**src/rtl/psum_pkg.sv**
```systemverilog
// Shared types for the psum scratchpad scheduler: drain FSM state encoding,
// one-hot grant encoding and default datapath widths.
package psum_pkg;

  localparam int DEF_DATA_WIDTH = 16;
  localparam int DEF_ADDR_WIDTH = 4;

  typedef enum logic [1:0] {
    ST_IDLE  = 2'd0,
    ST_DRAIN = 2'd1,
    ST_LAST  = 2'd2,
    ST_DONE  = 2'd3
  } drain_state_t;

  typedef enum logic [2:0] {
    GNT_NONE = 3'b000,
    GNT_WR   = 3'b001,
    GNT_RD   = 3'b010,
    GNT_DR   = 3'b100
  } gnt_t;

endpackage

```
**src/rtl/psum_drain_seq.sv**
```systemverilog
// Drain sequencer: walks entries 0..DEPTH-1, one per drain grant, then LAST/DONE.
// Requests a slot every DRAIN cycle; a denied slot simply holds idx.
module psum_drain_seq
  import psum_pkg::*;
#(
  parameter int ADDR_WIDTH = DEF_ADDR_WIDTH,
  parameter int DEPTH      = 16
) (
  input  logic                  clk,
  input  logic                  reset,
  input  logic                  i_clear,
  input  logic                  i_start,
  input  logic                  i_gnt,
  output logic                  o_want,
  output logic [ADDR_WIDTH-1:0] o_idx,
  output logic                  o_busy,
  output logic                  o_done
);

  localparam logic [ADDR_WIDTH-1:0] LAST_IDX = ADDR_WIDTH'(DEPTH - 1);

  drain_state_t          r_state;
  drain_state_t          w_state_nxt;
  logic [ADDR_WIDTH-1:0] r_idx;
  logic [ADDR_WIDTH-1:0] w_idx_nxt;

  always_ff @(posedge clk or posedge reset) begin
    if (reset) begin
      r_state <= ST_IDLE;
      r_idx   <= '0;
    end else begin
      r_state <= w_state_nxt;
      r_idx   <= w_idx_nxt;
    end
  end

  always_comb begin
    w_state_nxt = r_state;
    w_idx_nxt   = r_idx;
    if (i_clear) begin
      w_state_nxt = ST_IDLE;
      w_idx_nxt   = '0;
    end else begin
      case (r_state)
        ST_IDLE: begin
          if (i_start) begin
            w_state_nxt = ST_DRAIN;
            w_idx_nxt   = '0;
          end
        end
        ST_DRAIN: begin
          // idx parks on the last entry rather than wrapping
          if (i_gnt) begin
            if (r_idx == LAST_IDX) w_state_nxt = ST_LAST;
            else                   w_idx_nxt   = r_idx + 1'b1;
          end
        end
        ST_LAST: w_state_nxt = ST_DONE;
        ST_DONE: w_state_nxt = ST_IDLE;
        default: w_state_nxt = ST_IDLE;
      endcase
    end
  end

  assign o_want = (r_state == ST_DRAIN);
  assign o_idx  = r_idx;
  assign o_busy = (r_state != ST_IDLE);
  assign o_done = (r_state == ST_DONE);

endmodule

```
**src/rtl/psum_buffer_scheduler.sv**
```systemverilog
// Single-port psum scratchpad arbiter: write > read > drain, drain forced after STARVE_LIMIT denials.
// Grants are combinational; read and drain data return one cycle after the grant.
module psum_buffer_scheduler
  import psum_pkg::*;
#(
  parameter int DATA_WIDTH   = DEF_DATA_WIDTH,
  parameter int ADDR_WIDTH   = DEF_ADDR_WIDTH,
  parameter int DEPTH        = 16,
  parameter int STARVE_LIMIT = 4
) (
  input  logic                  clk,
  input  logic                  reset,
  input  logic                  clear,
  input  logic                  wr_req,
  input  logic [ADDR_WIDTH-1:0] wr_addr,
  input  logic [DATA_WIDTH-1:0] wr_data,
  output logic                  wr_gnt,
  input  logic                  rd_req,
  input  logic [ADDR_WIDTH-1:0] rd_addr,
  output logic                  rd_gnt,
  output logic                  rd_valid,
  output logic [DATA_WIDTH-1:0] rd_data,
  input  logic                  drain_start,
  output logic                  drain_valid,
  output logic [DATA_WIDTH-1:0] drain_data,
  output logic [ADDR_WIDTH-1:0] drain_idx,
  output logic                  drain_done,
  output logic                  busy,
  output logic                  mem_en,
  output logic                  mem_we,
  output logic [ADDR_WIDTH-1:0] mem_addr,
  output logic [DATA_WIDTH-1:0] mem_wdata,
  input  logic [DATA_WIDTH-1:0] mem_rdata
);

  localparam int              SW         = $clog2(STARVE_LIMIT + 1);
  localparam logic [SW-1:0]   STARVE_MAX = SW'(STARVE_LIMIT);

  gnt_t                  w_gnt;
  logic                  w_block;
  logic                  w_drain_want;
  logic                  w_drain_gnt;
  logic [ADDR_WIDTH-1:0] w_drain_idx;
  logic [SW-1:0]         r_starve_cnt;
  logic                  r_rd_vld;
  logic                  r_drain_vld;
  logic [ADDR_WIDTH-1:0] r_drain_idx;

  psum_drain_seq #(
    .ADDR_WIDTH (ADDR_WIDTH),
    .DEPTH      (DEPTH)
  ) u_drain_seq (
    .clk     (clk),
    .reset   (reset),
    .i_clear (clear),
    .i_start (drain_start),
    .i_gnt   (w_drain_gnt),
    .o_want  (w_drain_want),
    .o_idx   (w_drain_idx),
    .o_busy  (busy),
    .o_done  (drain_done)
  );

  assign w_block = reset | clear;

  always_comb begin
    w_gnt = GNT_NONE;
    if (!w_block) begin
      if (w_drain_want && (r_starve_cnt == STARVE_MAX)) w_gnt = GNT_DR;
      else if (wr_req)                                  w_gnt = GNT_WR;
      else if (rd_req)                                  w_gnt = GNT_RD;
      else if (w_drain_want)                            w_gnt = GNT_DR;
    end
  end

  assign wr_gnt      = (w_gnt == GNT_WR);
  assign rd_gnt      = (w_gnt == GNT_RD);
  assign w_drain_gnt = (w_gnt == GNT_DR);

  always_comb begin
    mem_en    = (w_gnt != GNT_NONE);
    mem_we    = (w_gnt == GNT_WR);
    mem_addr  = '0;
    mem_wdata = '0;
    case (w_gnt)
      GNT_WR: begin
        mem_addr  = wr_addr;
        mem_wdata = wr_data;
      end
      GNT_RD:  mem_addr = rd_addr;
      GNT_DR:  mem_addr = w_drain_idx;
      default: mem_addr = '0;
    endcase
  end

  always_ff @(posedge clk or posedge reset) begin
    if (reset) begin
      r_starve_cnt <= '0;
      r_rd_vld     <= 1'b0;
      r_drain_vld  <= 1'b0;
      r_drain_idx  <= '0;
    end else if (clear) begin
      r_starve_cnt <= '0;
      r_rd_vld     <= 1'b0;
      r_drain_vld  <= 1'b0;
      r_drain_idx  <= '0;
    end else begin
      r_rd_vld    <= rd_gnt;
      r_drain_vld <= w_drain_gnt;
      if (w_drain_gnt) r_drain_idx <= w_drain_idx;
      // cannot pass STARVE_MAX: at the limit the drain is granted and the count clears
      if (w_drain_gnt)       r_starve_cnt <= '0;
      else if (w_drain_want) r_starve_cnt <= r_starve_cnt + 1'b1;
    end
  end

  // SRAM output is only meaningful in the cycle after a read-type grant
  assign rd_valid    = r_rd_vld;
  assign rd_data     = r_rd_vld ? mem_rdata : '0;
  assign drain_valid = r_drain_vld;
  assign drain_data  = r_drain_vld ? mem_rdata : '0;
  assign drain_idx   = r_drain_idx;

endmodule

```
**config.mk**
```make
export PLATFORM = sky130hd
export DESIGN_NAME = psum_buffer_scheduler
export DESIGN_NICKNAME = d
export VERILOG_FILES = /design/src/rtl/psum_pkg.sv /design/src/rtl/psum_drain_seq.sv /design/src/rtl/psum_buffer_scheduler.sv
export SDC_FILE = /design/constraint.sdc
export NUM_CORES = 1
export LEC_CHECK = 0
export BUFFER_PORTS_ARGS = -buffer_cell sky130_fd_sc_hd__buf_2
export CORE_MARGIN = 2
export CORE_UTILIZATION = 35
export DETAILED_ROUTE_END_ITERATION = 10
export MAX_ROUTING_LAYER = met4
export PLACE_DENSITY = 0.76
export RECOVER_POWER = 50
export SLEW_MARGIN = 20
export SYNTH_ARGS = -nofsm -noshare
export SYNTH_HDL_FRONTEND = slang
export SYNTH_SLANG_ARGS = --single-unit
```
**constraint.sdc**
```tcl
create_clock -name clk -period 4.2 [get_ports clk]
set_input_delay 0.42 -clock clk [delete_from_list [all_inputs] [get_ports clk]]
set_output_delay 0.42 -clock clk [all_outputs]
set_load 0.03 [all_outputs]
```
---- Yosys cells after proc, flatten, opt, wreduce, memory -nomap -nowiden ----
Index checks and enable logic that the tools add are counted.
cells by class
  add/subtract/negate cells ............... 2
  equality and inequality tests ........... 12
  multiplexer cells ....................... 26
  bitwise operators ....................... 1
  reductions and logical operators ........ 9
operator list
  kind                                                             number
  16-bit 2-to-1 mux                                                3
  3-bit 2-to-1 mux                                                 8
  4-bit 2-to-1 mux                                                 6
  4-bit one-hot mux with 3 select lines                            1
  3-bit nonzero test                                               3
  2-bit 2-to-1 mux                                                 4
  2-bit one-hot mux with 4 select lines                            1
  4-bit one-hot mux with 2 select lines                            1
  3-bit == test, second input constant                             2
  3-bit by 2-bit != test with 1-bit output, second input constant  2
  3-bit != test, second input constant                             2
  4-bit by 1-bit adder with 4-bit output, second input constant    1
  2-bit == test, second input constant                             2
  4-bit == test, second input constant                             1
  4-bit AND reduction                                              1
  2-bit nonzero test                                               2
  3-bit by 1-bit adder with 3-bit output, second input constant    1
  3-bit by 1-bit == test with 1-bit output, second input constant  1
  3-bit by 2-bit == test with 1-bit output, second input constant  1
  3-bit AND reduction                                              1
  2-bit by 1-bit == test with 1-bit output, second input constant  1
  2-bit zero test                                                  1
  1-bit 2-to-1 mux                                                 2
  1-bit logical AND                                                1
  1-bit bitwise OR                                                 1
word-level totals
  flip-flop bits (word level) ............. 15
  bits of input ports ..................... 46
  output and inout port bits .............. 64
  logic and storage cells ................. 56

---- Longest topological paths before layout ----
Gate-level depths: netlist (run 1).
  word-level depth ........................ 10
  depth in mapped cells ................... 8
  gate-level depth less buffers ........... 7

---- Modules after synthesis ----
Synthesis (run 1) repeated with hierarchy kept, for this count alone.
second synthesis, totals
  cell total of the unflattened synthesis .. 154
  area, all modules ....................... 1372.6 um^2
by module, submodules not included
  module                 times used  cells an instance  area an instance (um^2)  sequential area each (um^2)
  psum_buffer_scheduler  1           105                900.9                    225.2
  psum_drain_seq         1           49                 471.7                    150.1

---- Worst setup path before layout (run 1) ----
Ideal clock, no wire load.
  path kind ............................... flip-flop to output port
  from .................................... register u_drain_seq.r_state[1]
  to ...................................... output mem_addr[0]
  arrival time ............................ 1.833 ns
  required time ........................... 3.780 ns
  path slack .............................. 1.947 ns
  stages on the path, launching flop included .. 9
  path buffers ............................ 2
  path through ............................ dfrtp_1 > inv_1 > ha_1 > buf_6 > a311oi_2 > and3b_1 > buf_4 > a22oi_1 > nand2_1
between the ends
  word-level cells in the longest chain between the ends .. 8
  elaborated cells on any way between the ends .. 11
  those cells by class .................... eq/ne: 4; mux: 6; reduce/logical: 1
ends and longest elaborated chain
  item                                          line                         source
  from (decl)                                   psum_drain_seq.sv:22         drain_state_t r_state;
  from (signal assigned)                        psum_drain_seq.sv:32         r_state <= w_state_nxt;
  2-bit by 1-bit == test with 1-bit output (*)  psum_drain_seq.sv:65         assign o_want = (r_state == ST_DRAIN);
  3-bit 2-to-1 mux                              psum_buffer_scheduler.sv:72  else if (w_drain_want) w_gnt = GNT_DR;
  3-bit 2-to-1 mux                              psum_buffer_scheduler.sv:71  else if (rd_req) w_gnt = GNT_RD;
  3-bit 2-to-1 mux                              psum_buffer_scheduler.sv:70  else if (wr_req) w_gnt = GNT_WR;
  3-bit 2-to-1 mux (*)                          psum_buffer_scheduler.sv:69  if (w_drain_want && (r_starve_cnt == STARVE_MAX)) w_gnt = GNT_DR;
  3-bit 2-to-1 mux (*)                          psum_buffer_scheduler.sv:68  if (!w_block) begin
  3-bit by 2-bit == test with 1-bit output (*)  n/a
  named net rd_gnt                              psum_buffer_scheduler.sv:20  output logic rd_gnt,
  4-bit one-hot mux with 3 select lines (*)     psum_buffer_scheduler.sv:85  case (w_gnt)
  to (decl)                                     psum_buffer_scheduler.sv:31  output logic [ADDR_WIDTH-1:0] mem_addr,
Mark *: on every way through the listed nets, which the timed path passes. The rest lies on a longest branch.

---- Worst setup path after layout (run 1) ----
  from .................................... register u_drain_seq.r_state[1]
  to ...................................... output mem_addr[0]
between the ends
  word-level cells in the longest chain between the ends .. 8
  elaborated cells on any way between the ends .. 11
  those cells by class .................... eq/ne: 4; mux: 6; reduce/logical: 1
ends and longest elaborated chain
  item                                          line
  2-bit by 1-bit == test with 1-bit output (*)  psum_drain_seq.sv:65
  3-bit 2-to-1 mux                              psum_buffer_scheduler.sv:72
  3-bit 2-to-1 mux                              psum_buffer_scheduler.sv:71
  3-bit 2-to-1 mux                              psum_buffer_scheduler.sv:70
  3-bit 2-to-1 mux (*)                          psum_buffer_scheduler.sv:69
  3-bit 2-to-1 mux (*)                          psum_buffer_scheduler.sv:68
  3-bit == test (tied with other cells)         psum_buffer_scheduler.sv:85
  4-bit one-hot mux with 3 select lines (*)     psum_buffer_scheduler.sv:85
Mark *: on every way between the ends. The rest lies on a longest branch, timed or not.

==> results.json, run 1 <==
{
  "outcome": "complete, no violations",
  "avgViaCountPerCell": 4.86,
  "max_stage_delay_ps": 860,
  "first_global_vias": 1250,
  "critPathArrivalTime_ps": 2670,
  "die-height_um": 64.4,
  "synth.largest_area_cell": "sky130_fd_sc_hd__dfrtp_1",
  "rsz0062_at_grt": "no",
  "switching_power_mw": 0.205,
  "yosysMostFrequentCell": "sky130_fd_sc_hd__and2_1",
  "gr-usage-all-layers_pct": 17.3,
  "tritoncts": "yes",
  "skew_ps": 0.735,
  "top_level_ports": 110,
  "synth_top_cells_by_area": "sky130_fd_sc_hd__dfrtp_1, sky130_fd_sc_hd__and2_1, sky130_fd_sc_hd__and3_1",
  "critical_path_required_ps": 3780,
  "grt-ovfl-total": 0,
  "netlist_instances": 158,
  "starting_density_pct": 37.4,
  "ctsHtreeMaxLevel": 1,
  "buffer_ports.inserted": 109,
  "crit_path_end_kind": "output pin",
  "drt_pass1_iterations": 4,
  "core_region_area_mm2": 0.00342,
  "post-cts-setup-buffer-count": 0,
  "synth-edff-count": 0,
  "ant_nets": 0,
  "postSynthRegisterBits": 15,
  "ff2ff_path_depth": 6,
  "smallest_hold_slack_ps": 319,
  "tightest_slew_ps": 942,
  "rows": 21,
  "cts.sinks": 15,
  "p_total_mw": 0.473,
  "hold_path_class": "in2async",
  "regToRegSetupSlack_ps": 2180,
  "antenna_cells": 0,
  "drive_gt1_share_pct": 34.1,
  "critical_path.slowest_cell": "sky130_fd_sc_hd__a311oi_2",
  "overall_routed_net_length_um": 3750,
  "cts_resized": 0,
  "critical_path.reg2reg.endpoint": "u_drain_seq.o_idx[3]",
  "avgRoutedWirePerCell_um": 12.2,
  "initial_antenna_violation_count": 0,
  "cts.hold.buffers_added": 0,
  "async_reset_ff_share_pct": 100,
  "yosys.cell_types.count": 35,
  "post-route-period-util_pct": 73.6,
  "relSlewSlack_pct": 37.2,
  "share_comb_of_total_power_pct": 45.8,
  "yosysTopAreaCellShare_pct": 29.4,
  "path_class": "reg2out",
  "place.gp.congestion": 0.808,
  "p_clk_share_pct": 18.0,
  "dominantRegCellSynth": "sky130_fd_sc_hd__dfrtp_1",
  "timing.critical_path.fanout_max": 19,
  "setup_total_negative_slack_ps": 0,
  "drv.max_cap_violation_count": 0,
  "nNetsFinal": 315,
  "achievable-frequency_mhz": 323,
  "cts.clk_slew.worst_paths_ps": 90,
  "r2r_start": "u_drain_seq.r_state[1]",
  "clock_buffer_count_from_cts": 3,
  "intPower_mw": 0.269,
  "synth.top_cells.by_count": "sky130_fd_sc_hd__and2_1, sky130_fd_sc_hd__and3_1, sky130_fd_sc_hd__dfrtp_1, sky130_fd_sc_hd__nand2_1, sky130_fd_sc_hd__inv_1",
  "period_minus_slack_ps": 3090,
  "seq_power_share_pct": 36.1,
  "power-per-cell-area_mw_per_mm2": 261,
  "power.share.switching_pct": 43.2,
  "yosysSeqAreaShare_pct": 29.4,
  "cts_root_buf": "sky130_fd_sc_hd__clkbuf_4",
  "route.detailed.drc": 0,
  "critical_path.startpoint_type": "flop",
  "cell_area_synth_mm2": 0.00128,
  "initialDrtViolationCount": 29,
  "fp.dieArea_mm2": 0.00415,
  "dpl.hpwl_um": 2990,
  "worstPathCellList": "inv_1, ha_1, a311oi_2, and2_1, a22oi_1, nand2_1, buf_2",
  "grt_first_pass_wirelength_um": 5680,
  "timing_hold_violations_final": 0,
  "max-vdd-ir-drop_uv": 345,
  "areaGrowthSynthToFinish_pct": 41.7,
  "synth_nets": 211,
  "synth_warnings": 0,
  "static-leakage-power_nw": 1.06,
  "num_vias": 1491,
  "grt_start_max_net_pins": 22,
  "die-width_um": 64.4,
  "finalSetupViolations": 0,
  "clock_buffer_depth": 2,
  "worstSkewPairLatency_ps": 290,
  "finalMaxSlewViolations": 0,
  "synth_area_per_cell_um2": 8.09
}
==> area by class of cell <==
cell class                 instances  area [µm²]
multi-input combinational        121         793
sequential                        15         375
timing repair buffer             109         513
clock buffer                       4        26.3
tap                               46        57.6
inverter                          12        45.0
fill                             374        1610
==> cells in the final DEF, fill, tap and decap left out <==
cell type	count
sky130_fd_sc_hd__or3_1	1
sky130_fd_sc_hd__o2bb2ai_2	1
sky130_fd_sc_hd__and2_0	1
sky130_fd_sc_hd__and2b_1	1
sky130_fd_sc_hd__clkbuf_4	3
sky130_fd_sc_hd__a211oi_1	1
sky130_fd_sc_hd__o31ai_1	1
sky130_fd_sc_hd__nand4_1	1
sky130_fd_sc_hd__nor2_1	3
sky130_fd_sc_hd__dfrtp_1	15
sky130_fd_sc_hd__a2bb2oi_1	1
sky130_fd_sc_hd__inv_1	12
sky130_fd_sc_hd__a311oi_1	2
sky130_fd_sc_hd__and3b_1	2
sky130_fd_sc_hd__and2_1	33
sky130_fd_sc_hd__nand2b_1	1
sky130_fd_sc_hd__nand3b_1	1
sky130_fd_sc_hd__a222oi_1	1
sky130_fd_sc_hd__a21oi_1	10
sky130_fd_sc_hd__nand3_1	7
sky130_fd_sc_hd__o21ai_0	2
sky130_fd_sc_hd__clkbuf_1	27
sky130_fd_sc_hd__a21o_1	1
sky130_fd_sc_hd__o211a_1	1
sky130_fd_sc_hd__a311oi_2	1
sky130_fd_sc_hd__o22ai_1	3
sky130_fd_sc_hd__buf_2	83
sky130_fd_sc_hd__and3_1	16
sky130_fd_sc_hd__a31oi_1	1
sky130_fd_sc_hd__ha_1	7
sky130_fd_sc_hd__or4_1	1
sky130_fd_sc_hd__nand2_1	15
sky130_fd_sc_hd__a22oi_1	3
sky130_fd_sc_hd__nand3_4	1
sky130_fd_sc_hd__o21bai_1	1
==> stage by stage <==
step / setup slack, ps / utilization (%) / std cells / instance area (µm²)
2_1_floorplan: 1950 / - / 158 / 1280
3_3_place_gp: 1490 / 53.4 / 303 / 1820
3_5_place_dp: 1420 / 53.4 / 303 / 1820
4_1_cts: 1090 / 54.2 / 307 / 1850
5_1_grt: 900 / 53.0 / 307 / 1810
6_report: 1110 / 53.0 / 307 / 1810
==> flip-flops by register name, indices dropped and copies added, names as in the netlist <==
register,count
drain_valid,1
r_starve_cnt,3
drain_idx,4
u_drain_seq.r_state,2
u_drain_seq.o_idx,4
rd_valid,1
==> worst max-delay path by stage <==
stage | to | slack, ps | depth (start not counted) | start
2_1_floorplan | mem_addr[0] | 1950 | 8 | u_drain_seq.r_state[1]
3_3_place_gp | mem_addr[2] | 1490 | 7 | u_drain_seq.r_state[1]
3_5_place_dp | mem_addr[0] | 1420 | 7 | u_drain_seq.r_state[1]
4_1_cts | mem_addr[0] | 1090 | 7 | u_drain_seq.r_state[1]
5_1_grt | mem_addr[1] | 900 | 7 | u_drain_seq.r_state[1]
6_report | mem_addr[0] | 1110 | 7 | u_drain_seq.r_state[1]
==> power by group through the flow <==
stage / registers (mW) / logic, mW / clock network, mW
global route: 0.175 / 0.239 / 0.0924
floorplan: 0.171 / 0.167 / 0
global placement: 0.173 / 0.219 / 0
detailed placement: 0.174 / 0.221 / 0
finish: 0.171 / 0.217 / 0.0854
CTS: 0.171 / 0.222 / 0.0879
==> critical path, delay by kind of cell, from the launching register on <==
family          cells  cell delay (ps)
flops               1              380
buf+inv             2              270
fa+ha+maj           1              290
simple gates        2              440
compound gates      2              990
==> per-layer routing <==
metal	up-vias	global-route usage, %	part of all wire, %
li1	752	-	-
met1	655	20.2	40
met2	80	30.6	49
met3	4	4.51	10
met4	0	2.93	0.45
met5	-	-	0
==> kinds of logic after synthesis <==
family	share of synthesized area (%)
AOI/OAI and AO/OA	17.1
adders and majority gates	6.86
buffers and inverters	7.93
DFF	29.4
and+or+nand+nor	38.7
No activity file was read; power rests on OpenSTA's default activity.
==> inputs of run 2 (changes only) <==
CORE_UTILIZATION = 34   (was 35)
PLACE_DENSITY = 0.77   (was 0.76)
clock period = 2.51 ns   (was 4.2 ns; I/O delays follow)
==> results.json, run 2 (same netlist as run 1, synthesis figures left out) <==
{
  "outcome": "complete, no violations",
  "regToRegSetupSlack_ps": 640,
  "finalMaxSlewViolations": 0,
  "finalSetupViolations": 0,
  "tritoncts": "yes",
  "hold_path.startpoint": "rd_req",
  "starting_density_pct": 35.2,
  "utilization_pct": 50.9,
  "tightest_slew_ps": 921,
  "clock_buffer_count_from_cts": 3,
  "gr-usage-all-layers_pct": 17.5,
  "route.detailed.drc": 0,
  "timing.critical_path.fanout_max": 9,
  "final_critical_path_setup_slack_ps": 262,
  "drive_gt1_share_pct": 35.0,
  "die-height_um": 65.3,
  "skew_ps": 2.75,
  "rsz0062_at_grt": "no",
  "overall_routed_net_length_um": 3660,
  "period_minus_slack_ps": 2250,
  "die-width_um": 65.3,
  "top_level_ports": 110,
  "timing_hold_violations_final": 0,
  "drv.max_cap_violation_count": 0,
  "avgViaCountPerCell": 4.90,
  "num_vias": 1524,
  "rows": 22,
  "ant_nets": 0,
  "path_class": "reg2out",
  "post-route-period-util_pct": 89.6,
  "critPathArrivalTime_ps": 2000,
  "static-leakage-power_nw": 1.06,
  "cts_resized": 0,
  "fp.dieArea_mm2": 0.00426,
  "grt-ovfl-total": 0,
  "grt_first_pass_wirelength_um": 5780,
  "ctsHtreeMaxLevel": 1,
  "hold_path_end": "rd_valid",
  "cts.sinks": 15,
  "areaGrowthSynthToFinish_pct": 44.9,
  "crit_path_end_kind": "output pin",
  "post-cts-setup-buffer-count": 0,
  "achievable-frequency_mhz": 445,
  "ff2ff_path_depth": 6,
  "critical_path_required_ps": 2260,
  "dp_slack_ps": 470,
  "max-vdd-ir-drop_uv": 449,
  "nNetsFinal": 317,
  "r2r_start": "u_drain_seq.r_state[1]",
  "grt_start_max_net_pins": 22,
  "setup_total_negative_slack_ps": 0,
  "place.gp.congestion": 0.788,
  "cts.clk_slew.worst_paths_ps": 60,
  "relSlewSlack_pct": 38.6,
  "first_global_vias": 1325,
  "avgRoutedWirePerCell_um": 11.8,
  "cts.hold.buffers_added": 0,
  "initial_antenna_violation_count": 0,
  "buffer_ports.inserted": 109,
  "cts_root_buf": "sky130_fd_sc_hd__clkbuf_8",
  "smallest_hold_slack_ps": 341,
  "core_region_area_mm2": 0.00363,
  "dpl.hpwl_um": 2880,
  "drt_pass1_iterations": 5,
  "initialDrtViolationCount": 43,
  "critical_path.reg2reg.endpoint": "u_drain_seq.o_idx[3]",
  "critical_path.startpoint_type": "flop",
  "clock_buffer_depth": 2,
  "cell_count_of_the_worst_hold_path": 2,
  "power-per-cell-area_mw_per_mm2": 466,
  "layout.cells.most_common": "sky130_fd_sc_hd__buf_2",
  "layout_common_cells": "sky130_fd_sc_hd__buf_2, sky130_fd_sc_hd__and2_1, sky130_fd_sc_hd__clkbuf_1",
  "antenna_cells": 0,
  "worstSkewPairLatency_ps": 250,
  "hold_path_class": "in2reg"
}
run 2: power breakdown:
group	internal, mW	switching (mW)
clock	0.110	0.0891
combinational	0.133	0.243
sequential	0.264	0.0223
total	0.507	0.355
run 2: critical path: stages (launching register included):
cell and delay (ps):
sky130_fd_sc_hd__dfrtp_1 400, sky130_fd_sc_hd__inv_1 120, sky130_fd_sc_hd__ha_2 290, sky130_fd_sc_hd__a311oi_2 140, sky130_fd_sc_hd__and2_1 250, sky130_fd_sc_hd__a222oi_1 300
sky130_fd_sc_hd__inv_1 60, sky130_fd_sc_hd__buf_2 180
run 2: worst max-delay path by stage:
stage                           start     endpoint  slack, ps
2_1_floorplan  u_drain_seq.r_state[1]  mem_addr[0]        430
3_3_place_gp   u_drain_seq.r_state[1]  mem_addr[3]        500
3_5_place_dp   u_drain_seq.r_state[1]       mem_en        470
4_1_cts        u_drain_seq.r_state[1]  mem_addr[3]        190
5_1_grt        u_drain_seq.r_state[1]  mem_addr[3]         90
6_report       u_drain_seq.r_state[1]  mem_addr[3]        260
run 2: cell type report:
type,count,area (µm²)
Sequential cell,15,375
Clock buffer,3,41.3
Inverter,12,45.0
Tap cell,48,60.1
Clock inverter,1,5.00
Fill cell,385,1780
Timing Repair Buffer,111,520
Multi-Input combinational cell,121,803
run 2: metrics by stage:
step	area [µm²]	power, mW	instances
after floorplan	1280	0.567	158
after global placement	1840	0.658	307
after detailed placement	1840	0.667	307
after CTS	1890	0.869	311
after global routing	1850	0.929	311
final	1850	0.862	311
run 2: routing by layer:
metal / routed length, µm / track usage (%) / up-vias / part of all wire, %
met2: 1690 / 29.2 / 83 / 46
met1: 1530 / 19.8 / 683 / 42
met4: 44 / 7.55 / 0 / 1.2
met5: 0 / - / - / 0
met3: 388 / 4.79 / 5 / 11
li1: - / - / 753 / -
